### config.mk
export PLATFORM = sky130hd
export DESIGN_NAME = ts_cc_monitor_flat
export DESIGN_NICKNAME = d
export VERILOG_FILES = /design/src/rtl/ts_pkg.sv /design/src/rtl/ts_cc_monitor_if.sv /design/src/rtl/ts_sync_lock.sv /design/src/rtl/ts_cc_monitor.sv /design/src/flat_wrapper.sv
export SDC_FILE = /design/constraint.sdc
export NUM_CORES = 1
export LEC_CHECK = 0
export CAP_MARGIN = 20
export CORE_MARGIN = 2
export CORE_UTILIZATION = 52
export CTS_CLUSTER_SIZE = 24
export DETAILED_ROUTE_END_ITERATION = 10
export GPL_TIMING_DRIVEN = 0
export HOLD_SLACK_MARGIN = 0.15
export PLACE_DENSITY = 0.76
export SYNTH_ARGS = -nofsm -noshare
export SYNTH_HDL_FRONTEND = slang
export SYNTH_SLANG_ARGS = --single-unit
### constraint.sdc
create_clock -name clk -period 2.4 [get_ports clk]
set_clock_uncertainty 0.15 [all_clocks]
set_input_delay 0.36 -clock clk [delete_from_list [all_inputs] [get_ports clk]]
set_output_delay 0.36 -clock clk [all_outputs]
set_load 0.02 [all_outputs]
### src/rtl/ts_pkg.sv
// Shared MPEG2-TS constants, encodings and header payload type.
package ts_pkg;

  localparam logic [7:0]  TS_SYNC_BYTE = 8'h47;
  localparam int unsigned TS_PKT_LEN   = 188;
  localparam int unsigned TS_IDX_W     = 8;
  localparam int unsigned TS_PID_W     = 13;
  localparam int unsigned TS_CC_W      = 4;
  localparam int unsigned ERR_CNT_W    = 8;
  localparam int unsigned IDLE_W       = 20;
  localparam logic [TS_PID_W-1:0] TS_NULL_PID = 13'h1FFF;

  typedef enum logic [1:0] {
    AFC_RSVD    = 2'b00,
    AFC_PAYLOAD = 2'b01,
    AFC_ADAPT   = 2'b10,
    AFC_BOTH    = 2'b11
  } afc_e;

  typedef enum logic [1:0] {
    HUNT   = 2'd0,
    VERIFY = 2'd1,
    LOCKED = 2'd2
  } sync_state_e;

  // Header fields captured from bytes 1 and 2 of a packet
  typedef struct packed {
    logic                tei;
    logic [TS_PID_W-1:0] pid;
  } ts_hdr_t;

  // Next byte position within a packet, wrapping at the packet length
  function automatic logic [TS_IDX_W-1:0] idx_inc(input logic [TS_IDX_W-1:0] idx);
    return (idx == TS_IDX_W'(TS_PKT_LEN - 1)) ? '0 : TS_IDX_W'(idx + TS_IDX_W'(1));
  endfunction

endpackage

### src/rtl/ts_cc_monitor_if.sv
// TS byte stream: one byte per ts_valid cycle, no backpressure.
interface ts_cc_monitor_if;
  import ts_pkg::*;

  logic [7:0] ts_data;
  logic       ts_valid;

  modport master (output ts_data, output ts_valid);
  modport slave  (input  ts_data, input  ts_valid);
endinterface

### src/rtl/ts_sync_lock.sv
// Packet sync acquisition: tracks byte position and HUNT/VERIFY/LOCKED state.
module ts_sync_lock
  import ts_pkg::*;
#(
  parameter int unsigned       LOCK_CNT     = 3,
  parameter int unsigned       LOSS_CNT     = 3,
  parameter logic [IDLE_W-1:0] IDLE_TIMEOUT = 20'd1000000
) (
  input  logic                clk,
  input  logic                rst,
  input  logic [7:0]          ts_data,
  input  logic                ts_valid,
  output logic                locked,
  output logic                parse_en,
  output logic [TS_IDX_W-1:0] byte_idx
);

  localparam int unsigned CNT_MAX = (LOCK_CNT > LOSS_CNT) ? LOCK_CNT : LOSS_CNT;
  localparam int unsigned CNT_W   = $clog2(CNT_MAX + 1);

  sync_state_e         state, state_nxt;
  logic [TS_IDX_W-1:0] idx_nxt;
  logic [CNT_W-1:0]    good, good_nxt, miss, miss_nxt;
  logic [IDLE_W-1:0]   idle, idle_nxt;
  logic                is_sync;

  assign is_sync = (ts_data == TS_SYNC_BYTE);

  // State register plus counters; locked/parse_en registered from next state
  always_ff @(posedge clk or posedge rst) begin
    if (rst) begin
      state    <= HUNT;
      byte_idx <= '0;
      good     <= '0;
      miss     <= '0;
      idle     <= '0;
      locked   <= 1'b0;
      parse_en <= 1'b0;
    end else begin
      state    <= state_nxt;
      byte_idx <= idx_nxt;
      good     <= good_nxt;
      miss     <= miss_nxt;
      idle     <= idle_nxt;
      locked   <= (state_nxt == LOCKED);
      parse_en <= (state_nxt == LOCKED) && (miss_nxt == '0);
    end
  end

  // Next-state: sync byte checks at index 0, idle timeout when no byte arrives
  always_comb begin
    state_nxt = state;
    idx_nxt   = byte_idx;
    good_nxt  = good;
    miss_nxt  = miss;
    idle_nxt  = ts_valid ? '0 : ((idle == '1) ? idle : IDLE_W'(idle + IDLE_W'(1)));
    if (ts_valid) begin
      idx_nxt = idx_inc(byte_idx);
      case (state)
        HUNT: begin
          if (is_sync) begin
            state_nxt = VERIFY;
            good_nxt  = CNT_W'(1);
            idx_nxt   = TS_IDX_W'(1);
          end else begin
            idx_nxt = '0;
          end
        end
        VERIFY: begin
          if (byte_idx == '0) begin
            if (is_sync) begin
              good_nxt = CNT_W'(good + CNT_W'(1));
              if (good_nxt == CNT_W'(LOCK_CNT)) begin
                state_nxt = LOCKED;
                miss_nxt  = '0;
              end
            end else begin
              state_nxt = HUNT;
              idx_nxt   = '0;
            end
          end
        end
        LOCKED: begin
          if (byte_idx == '0) begin
            if (is_sync) begin
              miss_nxt = '0;
            end else begin
              miss_nxt = CNT_W'(miss + CNT_W'(1));
              if (miss_nxt == CNT_W'(LOSS_CNT)) begin
                state_nxt = HUNT;
                idx_nxt   = '0;
              end
            end
          end
        end
        default: begin
          state_nxt = HUNT;
          idx_nxt   = '0;
        end
      endcase
    end else if (idle >= IDLE_TIMEOUT) begin
      state_nxt = HUNT;
      idx_nxt   = '0;
    end
  end

endmodule

### src/rtl/ts_cc_monitor.sv
// Per-channel TS monitor: sync lock, header parse, CC/TEI check, error count.
module ts_cc_monitor
  import ts_pkg::*;
#(
  parameter int unsigned       LOCK_CNT     = 3,
  parameter int unsigned       LOSS_CNT     = 3,
  parameter logic [IDLE_W-1:0] IDLE_TIMEOUT = 20'd1000000
) (
  input  logic                 clk,
  input  logic                 rst,
  ts_cc_monitor_if.slave       ts_bus,
  input  logic [TS_PID_W-1:0]  pid_sel,
  input  logic                 reset_counter,
  output logic                 signal_present,
  output logic [ERR_CNT_W-1:0] err_count,
  output logic                 cc_err,
  output logic                 pkt_strobe
);

  logic                 locked, parse_en;
  logic [TS_IDX_W-1:0]  byte_idx;
  ts_hdr_t              hdr_q, hdr_nxt;
  logic [TS_CC_W-1:0]   ref_cc, ref_nxt, cc_c;
  logic                 ref_valid, ref_valid_nxt, dup, dup_nxt;
  logic [TS_PID_W-1:0]  pid_sel_q;
  logic                 err_c, strobe_c;
  logic [ERR_CNT_W-1:0] cnt_nxt;
  afc_e                 afc_c;

  ts_sync_lock #(
    .LOCK_CNT    (LOCK_CNT),
    .LOSS_CNT    (LOSS_CNT),
    .IDLE_TIMEOUT(IDLE_TIMEOUT)
  ) u_sync (
    .clk     (clk),
    .rst     (rst),
    .ts_data (ts_bus.ts_data),
    .ts_valid(ts_bus.ts_valid),
    .locked  (locked),
    .parse_en(parse_en),
    .byte_idx(byte_idx)
  );

  assign signal_present = locked;
  assign afc_c          = afc_e'(ts_bus.ts_data[5:4]);
  assign cc_c           = ts_bus.ts_data[3:0];

  // Checker state and registered status outputs
  always_ff @(posedge clk or posedge rst) begin
    if (rst) begin
      hdr_q      <= '0;
      ref_cc     <= '0;
      ref_valid  <= 1'b0;
      dup        <= 1'b0;
      pid_sel_q  <= '0;
      cc_err     <= 1'b0;
      pkt_strobe <= 1'b0;
      err_count  <= '0;
    end else begin
      hdr_q      <= hdr_nxt;
      ref_cc     <= ref_nxt;
      ref_valid  <= ref_valid_nxt;
      dup        <= dup_nxt;
      pid_sel_q  <= pid_sel;
      cc_err     <= err_c;
      pkt_strobe <= strobe_c;
      err_count  <= cnt_nxt;
    end
  end

  // Header capture on bytes 1-2, continuity/TEI check on byte 3
  always_comb begin
    hdr_nxt       = hdr_q;
    ref_nxt       = ref_cc;
    ref_valid_nxt = ref_valid;
    dup_nxt       = dup;
    err_c         = 1'b0;
    strobe_c      = 1'b0;
    if (ts_bus.ts_valid && parse_en) begin
      case (byte_idx)
        TS_IDX_W'(1): begin
          hdr_nxt.tei       = ts_bus.ts_data[7];
          hdr_nxt.pid[12:8] = ts_bus.ts_data[4:0];
        end
        TS_IDX_W'(2): hdr_nxt.pid[7:0] = ts_bus.ts_data;
        TS_IDX_W'(3): begin
          strobe_c = 1'b1;
          if ((hdr_q.pid == pid_sel) && (pid_sel != TS_NULL_PID)) begin
            if (hdr_q.tei) begin
              err_c = 1'b1;
            end else if (afc_c == AFC_RSVD) begin
              err_c = 1'b0;
            end else if (!ref_valid) begin
              ref_nxt       = cc_c;
              ref_valid_nxt = 1'b1;
              dup_nxt       = 1'b0;
            end else if ((afc_c == AFC_PAYLOAD) || (afc_c == AFC_BOTH)) begin
              ref_nxt = cc_c;
              if (cc_c == TS_CC_W'(ref_cc + TS_CC_W'(1))) begin
                dup_nxt = 1'b0;
              end else if (cc_c == ref_cc) begin
                // First repeat is a legal duplicate; a further repeat is not
                err_c   = dup;
                dup_nxt = 1'b1;
              end else begin
                err_c   = 1'b1;
                dup_nxt = 1'b0;
              end
            end else begin
              ref_nxt = cc_c;
              err_c   = (cc_c != ref_cc);
            end
          end
        end
        default: ;
      endcase
    end
    // Reference is meaningless across lock loss or a new PID selection
    if (!locked || (pid_sel != pid_sel_q)) begin
      ref_valid_nxt = 1'b0;
      dup_nxt       = 1'b0;
    end
  end

  // Saturating error counter; a clear coinciding with an error leaves one count
  always_comb begin
    cnt_nxt = err_count;
    if (reset_counter) begin
      cnt_nxt = err_c ? ERR_CNT_W'(1) : '0;
    end else if (err_c && (err_count != '1)) begin
      cnt_nxt = ERR_CNT_W'(err_count + ERR_CNT_W'(1));
    end
  end

endmodule

### src/flat_wrapper.sv
// flat-port wrapper written by rule: the top's interface ports become plain ports
module ts_cc_monitor_flat import ts_pkg::*;
#(
  parameter int unsigned       LOCK_CNT     = 3,
  parameter int unsigned       LOSS_CNT     = 3,
  parameter logic [IDLE_W-1:0] IDLE_TIMEOUT = 20'd1000000
)
  (clk, rst, pid_sel, reset_counter, signal_present, err_count, cc_err, pkt_strobe, ts_bus_ts_data, ts_bus_ts_valid);
  ts_cc_monitor_if ts_bus_i ();
  input  logic clk;
  input  logic rst;
  input  logic [TS_PID_W-1:0] pid_sel;
  input  logic reset_counter;
  output logic signal_present;
  output logic [ERR_CNT_W-1:0] err_count;
  output logic cc_err;
  output logic pkt_strobe;
  input wire logic [$bits(ts_bus_i.ts_data)-1:0] ts_bus_ts_data;
  input wire logic [$bits(ts_bus_i.ts_valid)-1:0] ts_bus_ts_valid;
  assign ts_bus_i.ts_data = ts_bus_ts_data;
  assign ts_bus_i.ts_valid = ts_bus_ts_valid;
  ts_cc_monitor #(.LOCK_CNT(LOCK_CNT), .LOSS_CNT(LOSS_CNT), .IDLE_TIMEOUT(IDLE_TIMEOUT)) u_core (.clk(clk), .rst(rst), .ts_bus(ts_bus_i), .pid_sel(pid_sel), .reset_counter(reset_counter), .signal_present(signal_present), .err_count(err_count), .cc_err(cc_err), .pkt_strobe(pkt_strobe));
endmodule
==> results.yml, run 1 <==
outcome:
  run_status: "finished with violations"
  failed_checks: "setup timing"
clock_tree:
  numCtsBuffers: 9
  path_clk_slew_ns: 0.09
  clock_tree_from_tritoncts: "built"
  max-clock-path-buffers: 2
  clock_sink_count: 79
  htree_levels: 3
  insertion_delay_to_the_later_sink_of_the_worst_skew_pair_ns: 0.36
  clockRootBuffer: "sky130_fd_sc_hd__clkbuf_8"
floorplan:
  io_pins: 36
  total_die_area_sq_um: 8840
  design.core.area_sq_um: 7810
  initial_util_pct: 54.0
  die-height_um: 94.0
  rows: 32
  die_w_um: 94.0
power:
  share_comb_of_total_power_pct: 7.7
  pleak_nw: 2.25
  irDropWorstVdd_mv: 0.359
  internal_power_mw: 2.05
  power.total_mw: 2.70
  power.share.sequential_pct: 50.8
  pwr_density_cell_nw_per_um2: 523
  total_switching_power_uw: 656
  power.share.switching_pct: 24.3
  clock_power_share_pct: 41.5
grt:
  grt_first_pass_wirelength_um: 14600
  antenna_found_initial: 0
  number_of_global_route_vias_before_repair: 3131
  grt_use_total_pct: 21.1
  grt-ovfl-total: 0
  pin_count_of_the_biggest_net_entering_global_routing: 37
synthesis:
  postSynthNetCount: 440
  async_sr_flop_fraction_pct: 100
  mappedNetlistArea_sq_um: 4220
  synth_edf_count: 0
  netlist_instances: 401
  yosys-mux-area-fraction_pct: 5.31
  synth.yosys.seq_area_share_pct: 46.9
  synthAdderAreaFrac_pct: 4.16
  simple_gate_share_of_the_synthesized_area_pct: 19.9
  compound_cell_area_share_of_the_yosys_netlist_pct: 9.68
  ys_warn_count: 0
  synthXorXnorAreaFrac_pct: 10.8
  postSynthRegisterBits: 79
  ys_types: 64
  synthFlopType: "sky130_fd_sc_hd__dfrtp_1"
  syn_area_per_cell_sq_um: 10.5
  main_combinational_cell_family_by_area_after_synthesis: "simple AND/OR/NAND/NOR gates"
setup_path:
  reg2regPathDepth: 7
  r2r-end: "u_core.err_count[4]"
  critPathArrivalTime_ns: 2.51
  timing.critical_path.to_type: "flip-flop"
  timing.setup.critical_path_class: "flip-flop to flip-flop"
  critical_path_required_ns: 2.50
  setup.reg_to_reg.worst_slack_ns: -0.01
  worstSetupStartpointType: "flip-flop"
  r2r-start: "u_core.ref_cc[0]"
  largest_fanout_of_any_net_on_the_critical_path: 2
final_layout:
  final_cell_area_sq_um: 5170
  syn_to_final_growth_pct: 22.8
  share_of_post_route_cells_with_drive_strength_above_1_pct: 18.4
  top_library_cells_by_usage_in_the_layout_fill_and_taps_aside: "77 x sky130_fd_sc_hd__dfrtp_1, 35 x sky130_fd_sc_hd__nor2_1, 29 x sky130_fd_sc_hd__nand2_1, 27 x sky130_fd_sc_hd__xnor2_1, 27 x sky130_fd_sc_hd__clkdlybuf4s50_1"
  diodes: 0
  layout.cells.most_common: "sky130_fd_sc_hd__dfrtp_1"
  final_cell_count_no_fill: 570
  nNetsFinal: 502
placement:
  dp.final_hpwl_um: 6090
  placed_cell_area_sq_um: 4710
  routabilityCongestion: 0.779
  dp_cells: 537
  numPortBuffers: 32
  preCtsSetupSlack_ns: -0.577
drt:
  average_via_count_per_standard_cell: 5.66
  route.final.wire_length_um: 8910
  drt_pass1_iterations: 4
  drcViolationCount: 0
  drt_first_iter_violations: 153
  drt.antenna.violating_nets: 0
  via_count: 3228
  average_wire_per_cell_in_the_routed_design_um: 15.6
sta:
  max_clk_rate_ghz: 0.415
  finalHoldViolCount: 0
  finalMaxSlewViolations: 0
  maxSlewHeadroom_pct: 67.3
  tightestPinTransition_ns: 0.486
  finalWorstSetupSlack_ns: -0.0105
  finalSetupViolCount: 2
  rsz0062_at_grt: "yes"
  fin_crit_period_ns: 2.41
  layout_worst_path_cycle_share_pct: 100
hold_path:
  hp-class: "primary input to asynchronous set/reset pin"
run:
  cap_violations: 0
## through the flow
step | util [%] | hold slack (ns) | TNS (ns)
final | 66.3 | 0.162 | -0.0141
after global routing | 66.3 | 0.154 | -0.773
after CTS | 64.2 | 0.151 | -0.142
after detailed placement | 60.3 | 0.353 | -7.77
after global placement | 59.8 | 0.343 | -6.74
after floorplan | - | 0.241 | -0.0430
## registers in the layout (all words and copies together), names as in the netlist, 2 cells and up
| name | cells |
|---|---|
| u_core.ref_cc | 4 |
| u_core.err_count | 8 |
| u_core.u_sync.byte_idx | 8 |
| u_core.pid_sel_q | 13 |
| u_core.u_sync.idle | 20 |
| u_core.u_sync.state | 2 |
| u_core.u_sync.miss | 2 |
| u_core.hdr_q | 14 |
| u_core.u_sync.good | 2 |
## power groups by stage
stage / sequential (mW) / combinational, mW / clock, mW
after floorplan: 1.39 / 0.109 / 0
after global placement: 1.40 / 0.183 / 0
after detailed placement: 1.40 / 0.196 / 0
after CTS: 1.37 / 0.202 / 1.14
after global routing: 1.38 / 0.232 / 1.21
final: 1.37 / 0.209 / 1.12
## repair_timing
item,CTS,global route
setup buffers,6,7
pin swaps,4,8
hold buffers,0,4
hold endpoints to repair,0,4
gates resized for setup,9,21
endpoints found under the setup margin,10,20
## cell families (layout without fill, tap and decap cells)
group / Yosys count / count (layout)
xor+xnor: 52 / 52
flops: 79 / 79
fa+ha+maj: 14 / 14
compound gates: 57 / 57
buf+inv: 29 / 96
mux: 20 / 20
simple gates: 150 / 150
## worst max path at each step
stage	startpoint	to	slack, ns
floorplan	u_core.ref_cc[0]	u_core.err_count[4]	-0.04
global placement	pid_sel[11]	u_core.err_count[4]	-0.51
detailed placement	pid_sel[11]	u_core.err_count[4]	-0.58
CTS	u_core.ref_cc[0]	u_core.err_count[4]	-0.06
global route	pid_sel[4]	u_core.err_count[3]	-0.09
finish	u_core.ref_cc[0]	u_core.err_count[4]	-0.01
## metal layers
metal  share of wire (%)  GRT usage [%]  up-vias
li1                    -              -     1543
met1                  46           29.1     1592
met2                  48           32.6       73
met3                 3.7           4.17       20
met4                 2.3           8.82        0
met5                   0              0        -
## cell usage after synthesis (3+ instances only)
cell type | n | share of area (%)
sky130_fd_sc_hd__nand3_1 | 21 | 2.5
sky130_fd_sc_hd__a21oi_1 | 10 | 1.2
sky130_fd_sc_hd__nor4_1 | 6 | 0.89
sky130_fd_sc_hd__nand2_1 | 29 | 2.6
sky130_fd_sc_hd__nor2_1 | 36 | 3.2
sky130_fd_sc_hd__nand4_1 | 12 | 1.8
sky130_fd_sc_hd__nand3b_1 | 3 | 0.53
sky130_fd_sc_hd__xor2_1 | 24 | 5.0
sky130_fd_sc_hd__mux2_2 | 18 | 4.8
sky130_fd_sc_hd__a31oi_1 | 3 | 0.45
sky130_fd_sc_hd__dfrtp_1 | 79 | 47
sky130_fd_sc_hd__xnor2_1 | 28 | 5.8
sky130_fd_sc_hd__and3_1 | 6 | 0.89
sky130_fd_sc_hd__and2_1 | 3 | 0.45
sky130_fd_sc_hd__ha_1 | 14 | 4.2
sky130_fd_sc_hd__o31ai_1 | 4 | 0.71
sky130_fd_sc_hd__o22ai_1 | 3 | 0.45
sky130_fd_sc_hd__and4_1 | 5 | 1.0
sky130_fd_sc_hd__inv_1 | 19 | 1.7
sky130_fd_sc_hd__nor3_1 | 8 | 0.95
sky130_fd_sc_hd__nor2b_1 | 4 | 0.59
sky130_fd_sc_hd__o21ai_0 | 12 | 1.4
## final cells by class
class / count / area [sq um]
fill: 619 / 2630
multi-input combinational: 293 / 2180
sequential: 79 / 1980
timing repair buffer: 51 / 522
tap: 102 / 128
clock buffer: 9 / 124
clock inverter: 7 / 103
inverter: 20 / 78.8
buffer: 9 / 63.8
## critical path, cell delays in order (launching register included)
cell and delay, ns:
sky130_fd_sc_hd__dfrtp_1 0.39, sky130_fd_sc_hd__ha_1 0.31, sky130_fd_sc_hd__xor2_1 0.15, sky130_fd_sc_hd__or4b_4 0.50, sky130_fd_sc_hd__o32ai_4 0.31, sky130_fd_sc_hd__nor3_4 0.07
sky130_fd_sc_hd__nand4_1 0.11, sky130_fd_sc_hd__mux2_4 0.30
Power figures use the tool's default switching activity.
==> run 2, diff against run 1 <==
--- a/config.mk
+++ b/config.mk
@@ -6,6 +6,7 @@
 export NUM_CORES = 1
 export LEC_CHECK = 0
 export CAP_MARGIN = 20
+export CORE_ASPECT_RATIO = 1.2
 export CORE_MARGIN = 2
 export CORE_UTILIZATION = 52
 export CTS_CLUSTER_SIZE = 24
@@ -13,6 +14,8 @@
 export GPL_TIMING_DRIVEN = 0
 export HOLD_SLACK_MARGIN = 0.15
 export PLACE_DENSITY = 0.76
+export REMOVE_ABC_BUFFERS = 1
+export SKIP_LAST_GASP = 1
 export SYNTH_ARGS = -nofsm -noshare
 export SYNTH_HDL_FRONTEND = slang
 export SYNTH_SLANG_ARGS = --single-unit
==> results.yml, run 2 (synthesis results as in run 1) <==
floorplan:
  initial_util_pct: 54.1
  total_die_area_sq_um: 8850
  die_w_um: 86.2
  io_pins: 36
  rows: 35
  die-height_um: 103
  design.core.area_sq_um: 7790
setup_path:
  setup.reg_to_reg.worst_slack_ns: -0.04
  reg2regPathDepth: 7
  cpPeakStageDelay_ns: 0.50
  timing.critical_path.to_type: "flip-flop"
  worstSetupStartpointType: "flip-flop"
  r2r-start: "u_core.ref_cc[1]"
  timing.setup.critical_path_class: "flip-flop to flip-flop"
  critical-path-top-delay-family: "simple AND/OR/NAND/NOR gates"
  critPathArrivalTime_ns: 2.54
  endpoint: "u_core.err_count[4]"
  r2r-end: "u_core.err_count[4]"
  critical_path_required_ns: 2.50
  cp.buffers_inverters: 0
  cp_num_cells: 7
  startpoint: "u_core.ref_cc[1]"
  timing.critical_path.slowest_stage_cell: "sky130_fd_sc_hd__or4b_4"
  worst_path_cell_chain: "ha_1 > xor2_1 > or4b_4 > o32ai_4 > nor3_4 > nand4_1 > mux2_1"
  largest_fanout_of_any_net_on_the_critical_path: 5
final_layout:
  nNetsFinal: 496
  number_of_flip_flops_in_the_largest_register: 20
  diodes: 0
  largest-register: "u_core.u_sync.idle"
  layout.cells.most_common: "sky130_fd_sc_hd__dfrtp_1"
  final_cell_area_sq_um: 5050
  largestRegisters: "u_core.u_sync.idle (20), u_core.hdr_q (14), u_core.pid_sel_q (13)"
  syn_to_final_growth_pct: 19.9
  share_of_post_route_cells_with_drive_strength_above_1_pct: 16.7
  top_library_cells_by_usage_in_the_layout_fill_and_taps_aside: "76 x sky130_fd_sc_hd__dfrtp_1, 35 x sky130_fd_sc_hd__nor2_1, 30 x sky130_fd_sc_hd__clkdlybuf4s50_1, 29 x sky130_fd_sc_hd__nand2_1, 28 x sky130_fd_sc_hd__xnor2_1"
drt:
  via_count: 3193
  drt_pass1_iterations: 4
  route.final.wire_length_um: 8740
  drcViolationCount: 0
  average_via_count_per_standard_cell: 5.76
  drt_first_iter_violations: 138
  drt.antenna.violating_nets: 0
  average_wire_per_cell_in_the_routed_design_um: 15.8
clock_tree:
  insertion_delay_to_the_later_sink_of_the_worst_skew_pair_ns: 0.36
  htree_levels: 3
  clock_sink_count: 79
  clockRootBuffer: "sky130_fd_sc_hd__clkbuf_8"
  max-clock-path-buffers: 2
  path_clk_slew_ns: 0.09
  numCtsBuffers: 9
  clock_tree_from_tritoncts: "built"
sta:
  finalMaxSlewViolations: 0
  finalWorstSetupSlack_ns: -0.0431
  layout_worst_path_cycle_share_pct: 102
  max_clk_rate_ghz: 0.409
  finalHoldViolCount: 0
  finalSetupViolCount: 2
  tightestPinTransition_ns: 0.557
  fin_crit_period_ns: 2.44
  rsz0062_at_grt: "yes"
  maxSlewHeadroom_pct: 62.9
hold_path:
  hp-class: "flip-flop to flip-flop"
power:
  irDropWorstVdd_mv: 0.268
  pleak_nw: 2.19
  pwr_density_cell_nw_per_um2: 505
placement:
  dp.final_hpwl_um: 5830
  preCtsSetupSlack_ns: -0.908
  numPortBuffers: 35
  placed_cell_area_sq_um: 4650
  routabilityCongestion: 0.780
outcome:
  failed_checks: "setup timing"
  run_status: "finished with violations"
run:
  cap_violations: 0
grt:
  pin_count_of_the_biggest_net_entering_global_routing: 72
  grt_use_total_pct: 20.7
  grt_first_pass_wirelength_um: 14400
  grt-ovfl-total: 0
  antenna_found_initial: 0
  number_of_global_route_vias_before_repair: 3010
## run 2: how the worst min path moves through the flow
| stage | from | end | slack [ns] | depth (start not counted) |
|---|---|---|---|---|
| floorplan | pid_sel[0] | u_core.pid_sel_q[0] | 0.24 | 0 |
| global placement | u_core.u_sync.miss[0] | u_core.u_sync.miss[0] | 0.34 | 1 |
| detailed placement | u_core.u_sync.byte_idx[6] | u_core.u_sync.byte_idx[6] | 0.35 | 1 |
| CTS | u_core.u_sync.byte_idx[6] | u_core.u_sync.byte_idx[6] | 0.36 | 1 |
| global route | u_core.u_sync.byte_idx[6] | u_core.u_sync.byte_idx[6] | 0.39 | 1 |
| finish | u_core.u_sync.byte_idx[6] | u_core.u_sync.byte_idx[6] | 0.37 | 1 |
## run 2: per-layer routing
metal | vias up | track usage (%) | wire length, um
li1 | 1525 | - | -
met1 | 1595 | 26.8 | 3930
met2 | 57 | 34.2 | 4350
met3 | 16 | 3.44 | 278
met4 | 0 | 9.86 | 180
met5 | - | 0 | 0
## run 2: what timing repair did
action	in CTS	in global routing
cloned	0	0
hold endpoints to repair	8	4
gates resized for setup	9	15
buffers inserted	6	7
pin swaps	4	13
setup endpoints to repair	32	19
hold buffers	1	4
## run 2: area by class of cell
type | instances | area, sq um
Fill cell | 588 | 2740
Multi-Input combinational cell | 293 | 2150
Sequential cell | 79 | 1980
Timing Repair Buffer | 54 | 539
Clock buffer | 10 | 128
Tap cell | 92 | 115
Inverter | 20 | 77.6
Clock inverter | 6 | 61.3
## run 2: power by group
part | internal (mW) | switching (mW)
Clock | 0.477 | 0.496
Combinational | 0.0937 | 0.113
Sequential | 1.35 | 0.0180
## run 2: metrics by stage
stage               cells  hold slack, ns  setup TNS (ns)  util [%]  power [mW]
global placement      519           0.342         -128.19      59.3        1.58
global route          554           0.393          -0.471      64.8        2.65
detailed placement    520           0.347          -22.61      59.6        1.59
finish                554           0.365         -0.0652      64.8        2.55
CTS                   543           0.364          -0.150      63.2        2.57
floorplan             392           0.241          -10.58         -        1.49
==> run 3, diff against run 2 <==
--- a/config.mk
+++ b/config.mk
@@ -8,12 +8,13 @@
 export CAP_MARGIN = 20
 export CORE_ASPECT_RATIO = 1.2
 export CORE_MARGIN = 2
-export CORE_UTILIZATION = 52
+export CORE_UTILIZATION = 55
 export CTS_CLUSTER_SIZE = 24
 export DETAILED_ROUTE_END_ITERATION = 10
+export DONT_BUFFER_PORTS = 1
 export GPL_TIMING_DRIVEN = 0
 export HOLD_SLACK_MARGIN = 0.15
-export PLACE_DENSITY = 0.76
+export PLACE_DENSITY = 0.73
 export REMOVE_ABC_BUFFERS = 1
 export SKIP_LAST_GASP = 1
 export SYNTH_ARGS = -nofsm -noshare
==> constraint.sdc (replaced) <==
create_clock -name clk -period 2.4 [get_ports clk]
set_clock_uncertainty 0.15 [all_clocks]
set_input_delay 0.24 -clock clk [delete_from_list [all_inputs] [get_ports clk]]
set_output_delay 0.24 -clock clk [all_outputs]
set_load 0.02 [all_outputs]
==> results.yml, run 3 (synthesis results as in run 1) <==
placement:
  dp.final_hpwl_um: 5700
  preCtsSetupSlack_ns: -0.253
  numPortBuffers: 0
  placed_cell_area_sq_um: 4300
  routabilityCongestion: 0.788
floorplan:
  rows: 34
  design.core.area_sq_um: 7360
  initial_util_pct: 57.3
  die_w_um: 83.9
  die-height_um: 99.9
  io_pins: 36
  total_die_area_sq_um: 8380
final_layout:
  final_cell_area_sq_um: 4880
  fillers: 555
  largestRegisters: "u_core.u_sync.idle (20), u_core.hdr_q (14), u_core.pid_sel_q (13)"
  diodes: 0
  share_of_post_route_cells_with_drive_strength_above_1_pct: 15.2
  layout.area.seq_sq_um: 1980
  nNetsFinal: 475
  multi_input_area_sq_um: 2150
  top_library_cells_by_usage_in_the_layout_fill_and_taps_aside: "77 x sky130_fd_sc_hd__dfrtp_1, 36 x sky130_fd_sc_hd__nor2_1, 29 x sky130_fd_sc_hd__nand2_1, 27 x sky130_fd_sc_hd__xnor2_1"
  layout.cells.most_common: "sky130_fd_sc_hd__dfrtp_1"
  fin_util_pct: 66.3
  largest-register: "u_core.u_sync.idle"
  number_of_flip_flops_in_the_largest_register: 20
  syn_to_final_growth_pct: 15.7
power:
  pleak_nw: 2.10
  irDropWorstVdd_mv: 0.398
  pwr_density_cell_nw_per_um2: 545
setup_path:
  worst_path_cell_chain: "ha_1 > xor2_1 > or4b_4 > o32ai_4 > buf_4 > nor2_1 > a21oi_1 > nor3_1"
  critical_path_required_ns: 2.48
  worstSetupStartpointType: "flip-flop"
  cpPeakStageDelay_ns: 0.49
  timing.critical_path.to_type: "flip-flop"
  timing.critical_path.slowest_stage_cell: "sky130_fd_sc_hd__or4b_4"
  largest_fanout_of_any_net_on_the_critical_path: 4
  timing.setup.critical_path_class: "flip-flop to flip-flop"
  critPathArrivalTime_ns: 2.42
clock_tree:
  path_clk_slew_ns: 0.09
  insertion_delay_to_the_later_sink_of_the_worst_skew_pair_ns: 0.35
  htree_levels: 3
  max-clock-path-buffers: 2
  clock_sink_count: 79
  clockRootBuffer: "sky130_fd_sc_hd__clkbuf_8"
  numCtsBuffers: 9
  clock_tree_from_tritoncts: "built"
sta:
  tightestPinTransition_ns: 0.936
  finalWorstSetupSlack_ns: 0.0598
  layout_worst_path_cycle_share_pct: 97.5
  tns_ns: 0
  fin_crit_period_ns: 2.34
  max_clk_rate_ghz: 0.427
  maxSlewHeadroom_pct: 37.6
  finalMaxSlewViolations: 0
  fin_hold_ws_ns: 0.176
  finalSetupViolCount: 0
  finalHoldViolCount: 0
  rsz0062_at_grt: "yes"
grt:
  grt_first_pass_wirelength_um: 15400
  number_of_global_route_vias_before_repair: 3140
  grt_use_total_pct: 22.8
  pin_count_of_the_biggest_net_entering_global_routing: 56
  grt-ovfl-total: 0
  antenna_found_initial: 0
drt:
  average_wire_per_cell_in_the_routed_design_um: 17.5
  drt_first_iter_violations: 184
  drcViolationCount: 0
  average_via_count_per_standard_cell: 5.96
  drt_pass1_iterations: 4
  drt.antenna.violating_nets: 0
  route.final.wire_length_um: 9310
  via_count: 3167
outcome:
  run_status: "completed"
run:
  cap_violations: 0
hold_path:
  hp-class: "primary input to asynchronous set/reset pin"
==> run 3: power breakdown <==
| part | switching [mW] | leakage, nW | internal (mW) |
|---|---|---|---|
| clock | 0.511 | 0.104 | 0.594 |
| combinational | 0.0967 | 0.932 | 0.0830 |
| sequential | 0.0194 | 1.06 | 1.35 |
| total | 0.627 | 2.10 | 2.03 |
==> run 3: repair_timing <==
action	4_1_cts	5_1_grt
pin swaps	3	4
hold endpoints to repair	154	1
hold buffers	24	1
gates resized for setup	3	12
setup buffers	6	1
endpoints found under the setup margin	14	16
==> run 3: routing by layer <==
metal  vias to the layer above  routed length [um]  global-route usage (%)
met5                         -                   0                       0
met3                        17                 483                    4.93
met4                         0                 165                    7.20
met1                      1579                3940                    28.5
li1                       1485                   -                       -
met2                        86                4720                    39.9
==> run 3: path summary, 6_finish.rpt <==
| path | from | to | slack (ns) | cells after the start |
|---|---|---|---|---|
| worst max-delay path | u_core.ref_cc[0] | u_core.err_count[6] | 0.06 | 8 |
| worst min-delay path | rst | u_core.hdr_q[0] | 0.18 | 2 |
| worst max register to register | u_core.ref_cc[0] | u_core.err_count[6] | 0.06 | 8 |
| worst min register to register | u_core.u_sync.miss[0] | u_core.u_sync.miss[0] | 0.37 | 1 |
| max in group asynchronous | rst | u_core.u_sync.byte_idx[4] | 1.34 | 3 |
| min in group clk | ts_bus_ts_valid | u_core.u_sync.state[0] | 0.19 | 3 |
==> run 3: stage by stage <==
step                instances  total power, mW
floorplan                 392             1.49
global placement          482             1.51
global route              531             2.75
detailed placement        483             1.52
finish                    531             2.66
CTS                       529             2.67
==> run 3: final cells by class <==
cell class / instances / share of cell area [%]
clock buffer: 10 / 2.62
multi-input combinational: 293 / 44.1
clock inverter: 6 / 1.90
inverter: 20 / 1.59
sequential: 79 / 40.6
timing repair buffer: 33 / 6.90
tap: 90 / 2.31
==> run 3: worst max-delay path, delay by kind of cell, from the launching register on <==
family | cells | cell delay, ns
compound gates | 2 | 0.43
xor+xnor | 1 | 0.14
fa+ha+maj | 1 | 0.30
buf+inv | 1 | 0.18
flops | 1 | 0.39
simple gates | 3 | 0.63
